[config.mk]
export PLATFORM = sky130hd
export DESIGN_NAME = mips_iter_divider_flat
export DESIGN_NICKNAME = d
export VERILOG_FILES = /design/src/rtl/mips_iter_divider_if.sv /design/src/rtl/mips_iter_divider.sv /design/src/flat_wrapper.sv
export SDC_FILE = /design/constraint.sdc
export NUM_CORES = 1
export LEC_CHECK = 0
export CAP_MARGIN = 20
export CORE_UTILIZATION = 40
export CTS_CLUSTER_DIAMETER = 200
export CTS_CLUSTER_SIZE = 8
export DETAILED_ROUTE_END_ITERATION = 10
export GPL_ROUTABILITY_DRIVEN = 0
export PLACE_DENSITY = 0.57
export SYNTH_ARGS = -nofsm -noshare
export SYNTH_HDL_FRONTEND = slang
export SYNTH_SLANG_ARGS = --single-unit
[constraint.sdc]
create_clock -name clk -period 6.5 [get_ports clk]
set_input_delay 0.975 -clock clk [delete_from_list [all_inputs] [get_ports clk]]
set_output_delay 0.975 -clock clk [all_outputs]
set_load 0.01 [all_outputs]
[src/rtl/mips_iter_divider_if.sv]
// Handshake and data bundle between the EX-stage controller and the
// iterative divider.
//   master : controller side (drives start/signed/cancel/operands)
//   slave  : divider side (drives busy/done/quotient/remainder)
interface mips_iter_divider_if;
    logic        div_start;
    logic        div_signed;
    logic        div_cancel;
    logic [31:0] dividend;
    logic [31:0] divisor;
    logic        div_busy;
    logic        div_done;
    logic [31:0] quotient;
    logic [31:0] remainder;

    modport master (
        output div_start, div_signed, div_cancel, dividend, divisor,
        input  div_busy, div_done, quotient, remainder
    );

    modport slave (
        input  div_start, div_signed, div_cancel, dividend, divisor,
        output div_busy, div_done, quotient, remainder
    );
endinterface

[src/rtl/mips_iter_divider.sv]
// Multi-cycle 32-bit DIV/DIVU unit: one restoring radix-2 quotient bit per
// cycle, 32 iterations, registered LO (quotient) / HI (remainder) results.
// Ports:
//   clk    : system clock, rising edge
//   resetn : asynchronous active-low reset
//   dif    : slave side of the divider bundle
//            in : div_start, div_signed, div_cancel, dividend, divisor
//            out: div_busy (iterating), div_done (1-cycle result pulse),
//                 quotient, remainder (hold until next completion)
module mips_iter_divider (
    input  logic               clk,
    input  logic               resetn,
    mips_iter_divider_if.slave dif
);
    typedef enum logic [1:0] {IDLE, BUSY, DONE} state_t;

    state_t      state_q, state_d;
    logic [5:0]  cnt_q;
    logic [63:0] pr_q;        // {partial remainder, dividend/quotient bits}
    logic [31:0] dvsr_q;
    logic [31:0] quot_q, rem_q;
    logic        q_neg_q, r_neg_q, dz_q;

    logic        accept, step, last;
    logic [31:0] a_mag, b_mag;
    logic [32:0] trial;
    logic        borrow;
    logic [63:0] pr_next;

    // Cancel always wins over a simultaneous start.
    assign accept = (state_q != BUSY) && dif.div_start && !dif.div_cancel;
    assign step   = (state_q == BUSY) && !dif.div_cancel;
    assign last   = (cnt_q == 6'd31);

    assign a_mag = (dif.div_signed && dif.dividend[31]) ? -dif.dividend : dif.dividend;
    assign b_mag = (dif.div_signed && dif.divisor[31])  ? -dif.divisor  : dif.divisor;

    // Shift left by one, trial-subtract from the upper 33 bits (including
    // the bit shifted out of the top), keep on no borrow.
    assign trial   = pr_q[63:31] - {1'b0, dvsr_q};
    assign borrow  = trial[32];
    assign pr_next = {(borrow ? pr_q[62:31] : trial[31:0]), pr_q[30:0], ~borrow};

    always_ff @(posedge clk or negedge resetn) begin
        if (!resetn) state_q <= IDLE;
        else         state_q <= state_d;
    end

    always_comb begin
        state_d = state_q;
        case (state_q)
            IDLE:    if (accept) state_d = BUSY;
            BUSY: begin
                if (dif.div_cancel) state_d = IDLE;
                else if (last)      state_d = DONE;
            end
            DONE:    state_d = accept ? BUSY : IDLE;
            default: state_d = IDLE;
        endcase
    end

    always_ff @(posedge clk or negedge resetn) begin
        if (!resetn) begin
            cnt_q   <= '0;
            pr_q    <= '0;
            dvsr_q  <= '0;
            q_neg_q <= 1'b0;
            r_neg_q <= 1'b0;
            dz_q    <= 1'b0;
            quot_q  <= '0;
            rem_q   <= '0;
        end else if (accept) begin
            cnt_q   <= '0;
            pr_q    <= {32'd0, a_mag};
            dvsr_q  <= b_mag;
            q_neg_q <= dif.div_signed & (dif.dividend[31] ^ dif.divisor[31]);
            r_neg_q <= dif.div_signed & dif.dividend[31];
            dz_q    <= (dif.divisor == 32'd0);
        end else if (step) begin
            pr_q  <= pr_next;
            cnt_q <= last ? 6'd0 : cnt_q + 6'd1;
            if (last) begin
                // Divide by zero leaves |dividend| in the remainder half, so
                // re-applying the dividend sign restores the original value;
                // only the quotient needs forcing.
                quot_q <= dz_q    ? 32'hFFFF_FFFF :
                          q_neg_q ? -pr_next[31:0] : pr_next[31:0];
                rem_q  <= r_neg_q ? -pr_next[63:32] : pr_next[63:32];
            end
        end
    end

    assign dif.div_busy  = (state_q == BUSY);
    assign dif.div_done  = (state_q == DONE);
    assign dif.quotient  = quot_q;
    assign dif.remainder = rem_q;
endmodule

[src/flat_wrapper.sv]
// flat-port wrapper written by rule: the top's interface ports become plain ports
module mips_iter_divider_flat 
  (clk, resetn, dif_div_start, dif_div_signed, dif_div_cancel, dif_dividend, dif_divisor, dif_div_busy, dif_div_done, dif_quotient, dif_remainder);
  mips_iter_divider_if dif_i ();
  input  logic clk;
  input  logic resetn;
  input wire logic [$bits(dif_i.div_start)-1:0] dif_div_start;
  input wire logic [$bits(dif_i.div_signed)-1:0] dif_div_signed;
  input wire logic [$bits(dif_i.div_cancel)-1:0] dif_div_cancel;
  input wire logic [$bits(dif_i.dividend)-1:0] dif_dividend;
  input wire logic [$bits(dif_i.divisor)-1:0] dif_divisor;
  output wire logic [$bits(dif_i.div_busy)-1:0] dif_div_busy;
  output wire logic [$bits(dif_i.div_done)-1:0] dif_div_done;
  output wire logic [$bits(dif_i.quotient)-1:0] dif_quotient;
  output wire logic [$bits(dif_i.remainder)-1:0] dif_remainder;
  assign dif_i.div_start = dif_div_start;
  assign dif_i.div_signed = dif_div_signed;
  assign dif_i.div_cancel = dif_div_cancel;
  assign dif_i.dividend = dif_dividend;
  assign dif_i.divisor = dif_divisor;
  assign dif_div_busy = dif_i.div_busy;
  assign dif_div_done = dif_i.div_done;
  assign dif_quotient = dif_i.quotient;
  assign dif_remainder = dif_i.remainder;
  mips_iter_divider u_core (.clk(clk), .resetn(resetn), .dif(dif_i));
endmodule
==> run_results.csv <==
group,metric,value,unit
sta,setup_slack,1.242,ns
final_layout,fin_cells,1918,
power,p_leak,5.802,nW
power,seqPwrFrac,23.8,%
sta,hold_ws,0.4693,ns
final_layout,finalNetCount,1628,
place,dpl.cell_count,1885,
final_layout,multi_input_area,0.006978,mm^2
grt,antenna_found_initial,0,
grt,track_usage,24.16,%
sta,fmax,0.1902,GHz
clock_tree,cts_resized,0,
die,ioPinCount,135,
final_layout,fin_area,0.01400,mm^2
drt,vias,10870,
grt,overflow,0,
clock_tree,cts_inserted_buffers,17,
clock_tree,clk_pin_slew,0.08,ns
die,die_h,173.7,um
clock_tree,post-cts-setup-buffers,0,
power,intPower,3.182,mW
place,io_buffers,134,
yosys,ys.flop_type,"dfrtp_1",
drt,firstDrtPassIters,5,
final_layout,drive_gt1_share,4.824,%
yosys,ys_warn_count,0,
sta,skew,0.01611,ns
grt,grt_start_max_net_pins,172,
critical_path,critical-path-max-stage-delay,0.67,ns
clock_tree,cts_hold_buf,0,
yosys,synth-seq-cells,171,
critical_path,path_max_fanout,18,
clock_tree,clockBufferDepth,2,
critical_path,critPathKind,"register to register",
power,power_density,446.3,mW/mm^2
sta,maxSlewHeadroom,28.72,%
critical_path,r2r-end,"u_core.dif.remainder[22]$_DFFE_PN0P_",
sta,finalSetupTns,0,ns
final_layout,ff_latch_area,0.004279,mm^2
sta,setup_viol,0,
place,preCtsSetupSlack,1.409,ns
sta,tightest_slew,1.069,ns
yosys,syn-num-nets,1542,
yosys,synthArstFlopShare,100.0,%
sta,hold_viol_final,0,
clock_tree,root_buffer,"clkbuf_16",
flow_run,max-cap-violations,0,
drt,drcViolationCount,0,
yosys,synth_area_per_cell,8.216,um^2
yosys,syn_inst,1435,
place,place_hpwl,26630,um
critical_path,start_kind,"register",
sta,rsz0062_at_grt,"no",
power,clock_power_share,17.3,%
yosys,synthTopCellsByCount,"193 x nand2_1, 171 x dfrtp_1, 147 x o21ai_0, 115 x nor2_1, 107 x a21oi_1",
yosys,yosys.area.top_type,"dfrtp_1",
drt,drt-initial-drc-count,905,
critical_path,required,6.80,ns
sta,period_minus_slack,5.258,ns
yosys,syn_area,0.01179,mm^2
run_status,status,"completed",
final_layout,final_core_utilization,48.52,%
final_layout,num-fill-cells,2830,
drt,vias_per_cell,5.669,
yosys,synth_edf_count,0,
drt,postRouteAntennaNets,0,
power,p_comb_share,58.9,%
power,p_switching,3.067,mW
die,placementRows,62,
critical_path,path_cells,"inv_1, ha_1, fa_1, nand2b_1, a21oi_2, o21ai_1, o211ai_2, a41o_1, xor2_4, inv_2, nor2_1, a21oi_1, ha_1, nand2_1, nor4_1, nand2_1, mux2i_1, a31oi_1, a21oi_1, o21ai_1, xor2_1, o21ai_1",
die,dieArea,0.03017,mm^2
min_path,holdPathEnd,"u_core.dif.remainder[23]$_DFFE_PN0P_",
yosys,synth_area_leaders,"dfrtp_1 36%, o21ai_0 6.2%, nand2_1 6.1%",
clock_tree,cts_tree,"built",
clock_tree,clk_latency,0.44,ns
die,coreArea,0.02886,mm^2
die,initial_utilization,40.86,%
critical_path,regToRegSetupSlack,1.24,ns
die,dieWidth,173.7,um
clock_tree,clock_sinks,171,
final_layout,syn_to_final_growth,18.76,%
sta,min_period_over_period,80.90,%
min_path,min_path_cells,2,
yosys,synth_seq_area_share,36.29,%
sta,finalMaxSlewViolations,0,
drt,wl_per_cell,18.67,um
critical_path,cp_slowest_cell,"nor4_1",
final_layout,diodes,0,
critical_path,end_kind,"register",
drt,finalWirelength,35820,um
clock_tree,cts_max_level,4,
min_path,hold_class,"register to register",
grt,grt_pass1_wl,58220,um
yosys,ys_types,83,
critical_path,crit_arrival,5.56,ns
power,vdd_drop_max,0.0003216,V
yosys,synth.most_common_cell,"nand2_1",
min_path,hold_start,"u_core.dif.remainder[23]$_DFFE_PN0P_",
power,swShare,49.08,%
critical_path,path_common_cell,"o21ai_1",
place,dpl_cell_area,0.01339,mm^2
grt,first_global_vias,10400,
critical_path,reg2reg_depth,22,
critical_path,reg2reg_from,"u_core.pr_q[31]$_DFFE_PN0P_",
yosys,synth.top_cell.area_share,36.29,%
power,p_total,6.249,mW
## worst max-delay path, delay by kind of cell (launching register included)
| kind | cells | cell delay, ns |
|---|---|---|
| compound gates | 9 | 1.89 |
| simple gates | 5 | 1.16 |
| fa+ha+maj | 3 | 0.89 |
| flops | 1 | 0.40 |
| buf+inv | 2 | 0.30 |
| xor+xnor | 2 | 0.24 |
| mux | 1 | 0.22 |
## worst max path at each step
stage                                      startpoint                                    to  cells past startpoint
after floorplan           u_core.pr_q[31]$_DFFE_PN0P_  u_core.dif.remainder[30]$_DFFE_PN0P_                     24
after global placement    u_core.pr_q[31]$_DFFE_PN0P_  u_core.dif.remainder[30]$_DFFE_PN0P_                     21
after detailed placement  u_core.pr_q[31]$_DFFE_PN0P_  u_core.dif.remainder[30]$_DFFE_PN0P_                     21
after CTS                 u_core.pr_q[31]$_DFFE_PN0P_  u_core.dif.remainder[22]$_DFFE_PN0P_                     22
after global routing      u_core.pr_q[31]$_DFFE_PN0P_  u_core.dif.remainder[22]$_DFFE_PN0P_                     22
final                     u_core.pr_q[31]$_DFFE_PN0P_  u_core.dif.remainder[22]$_DFFE_PN0P_                     22
## final cells by class
type                            count  share of cell area, %
Multi-Input combinational cell   1126                  49.83
Sequential cell                   171                  30.56
Timing Repair Buffer              145                  10.29
Tap cell                          384                  3.431
Clock buffer                       20                  3.190
Inverter                           60                  1.608
Clock inverter                     12                  1.081
## power groups by stage
| stage | Combinational (mW) | Sequential (mW) | Clock [mW] |
|---|---|---|---|
| 4_1_cts | 3.64 | 1.48 | 1.10 |
| 3_5_place_dp | 3.62 | 1.50 | 0 |
| 6_report | 3.68 | 1.49 | 1.08 |
| 5_1_grt | 4.05 | 1.52 | 1.14 |
| 2_1_floorplan | 2.75 | 1.39 | 0 |
| 3_3_place_gp | 3.60 | 1.50 | 0 |
## layout by cell type (no fill, tap or decap), types with 13 or more instances in the layout
master,n
nor4_1,16
nor3_1,39
or3_1,13
xor2_1,58
a22oi_1,20
o31ai_1,23
nand3_1,23
a21oi_1,107
dfrtp_1,171
o21ai_1,23
nor2_1,114
clkdlybuf4s50_1,133
nand2b_1,20
a21o_1,13
o21ai_0,147
nand2_1,192
mux2i_1,22
clkbuf_16,17
xnor2_1,79
o22a_1,17
ha_1,37
inv_1,57
## state kept, by name, summed over array words and instances, names as in the netlist
signal and count:
u_core.pr_q 64, u_core.dif.quotient 32, u_core.dz_q 1, u_core.dvsr_q 32, u_core.q_neg_q 1, u_core.cnt_q 6, u_core.r_neg_q 1, u_core.state_q 2
u_core.dif.remainder 32
## layer usage
layer,vias up,global-route usage (%),part of all wire (%)
met3,38,3.158,5.0
met1,5250,35.35,49
li1,5267,-,-
met4,0,6.506,1.7
met5,-,0,0
met2,319,37.30,44
## kinds of logic (layout without fill, tap and decap cells)
logic type                 count (synthesis)  in the layout  share of synthesized area (%)
xor gates and xnor gates                 138            138                          10.25
AOI/OAI and AO/OA                        448            448                          23.67
and+or+nand+nor                          477            477                          18.82
adders and majority gates                 38             38                          4.096
muxes                                     25             25                          2.154
DFF                                      171            171                          36.29
buffers and inverters                    138            237                          4.722
No activity file was read; power rests on OpenSTA's default activity.
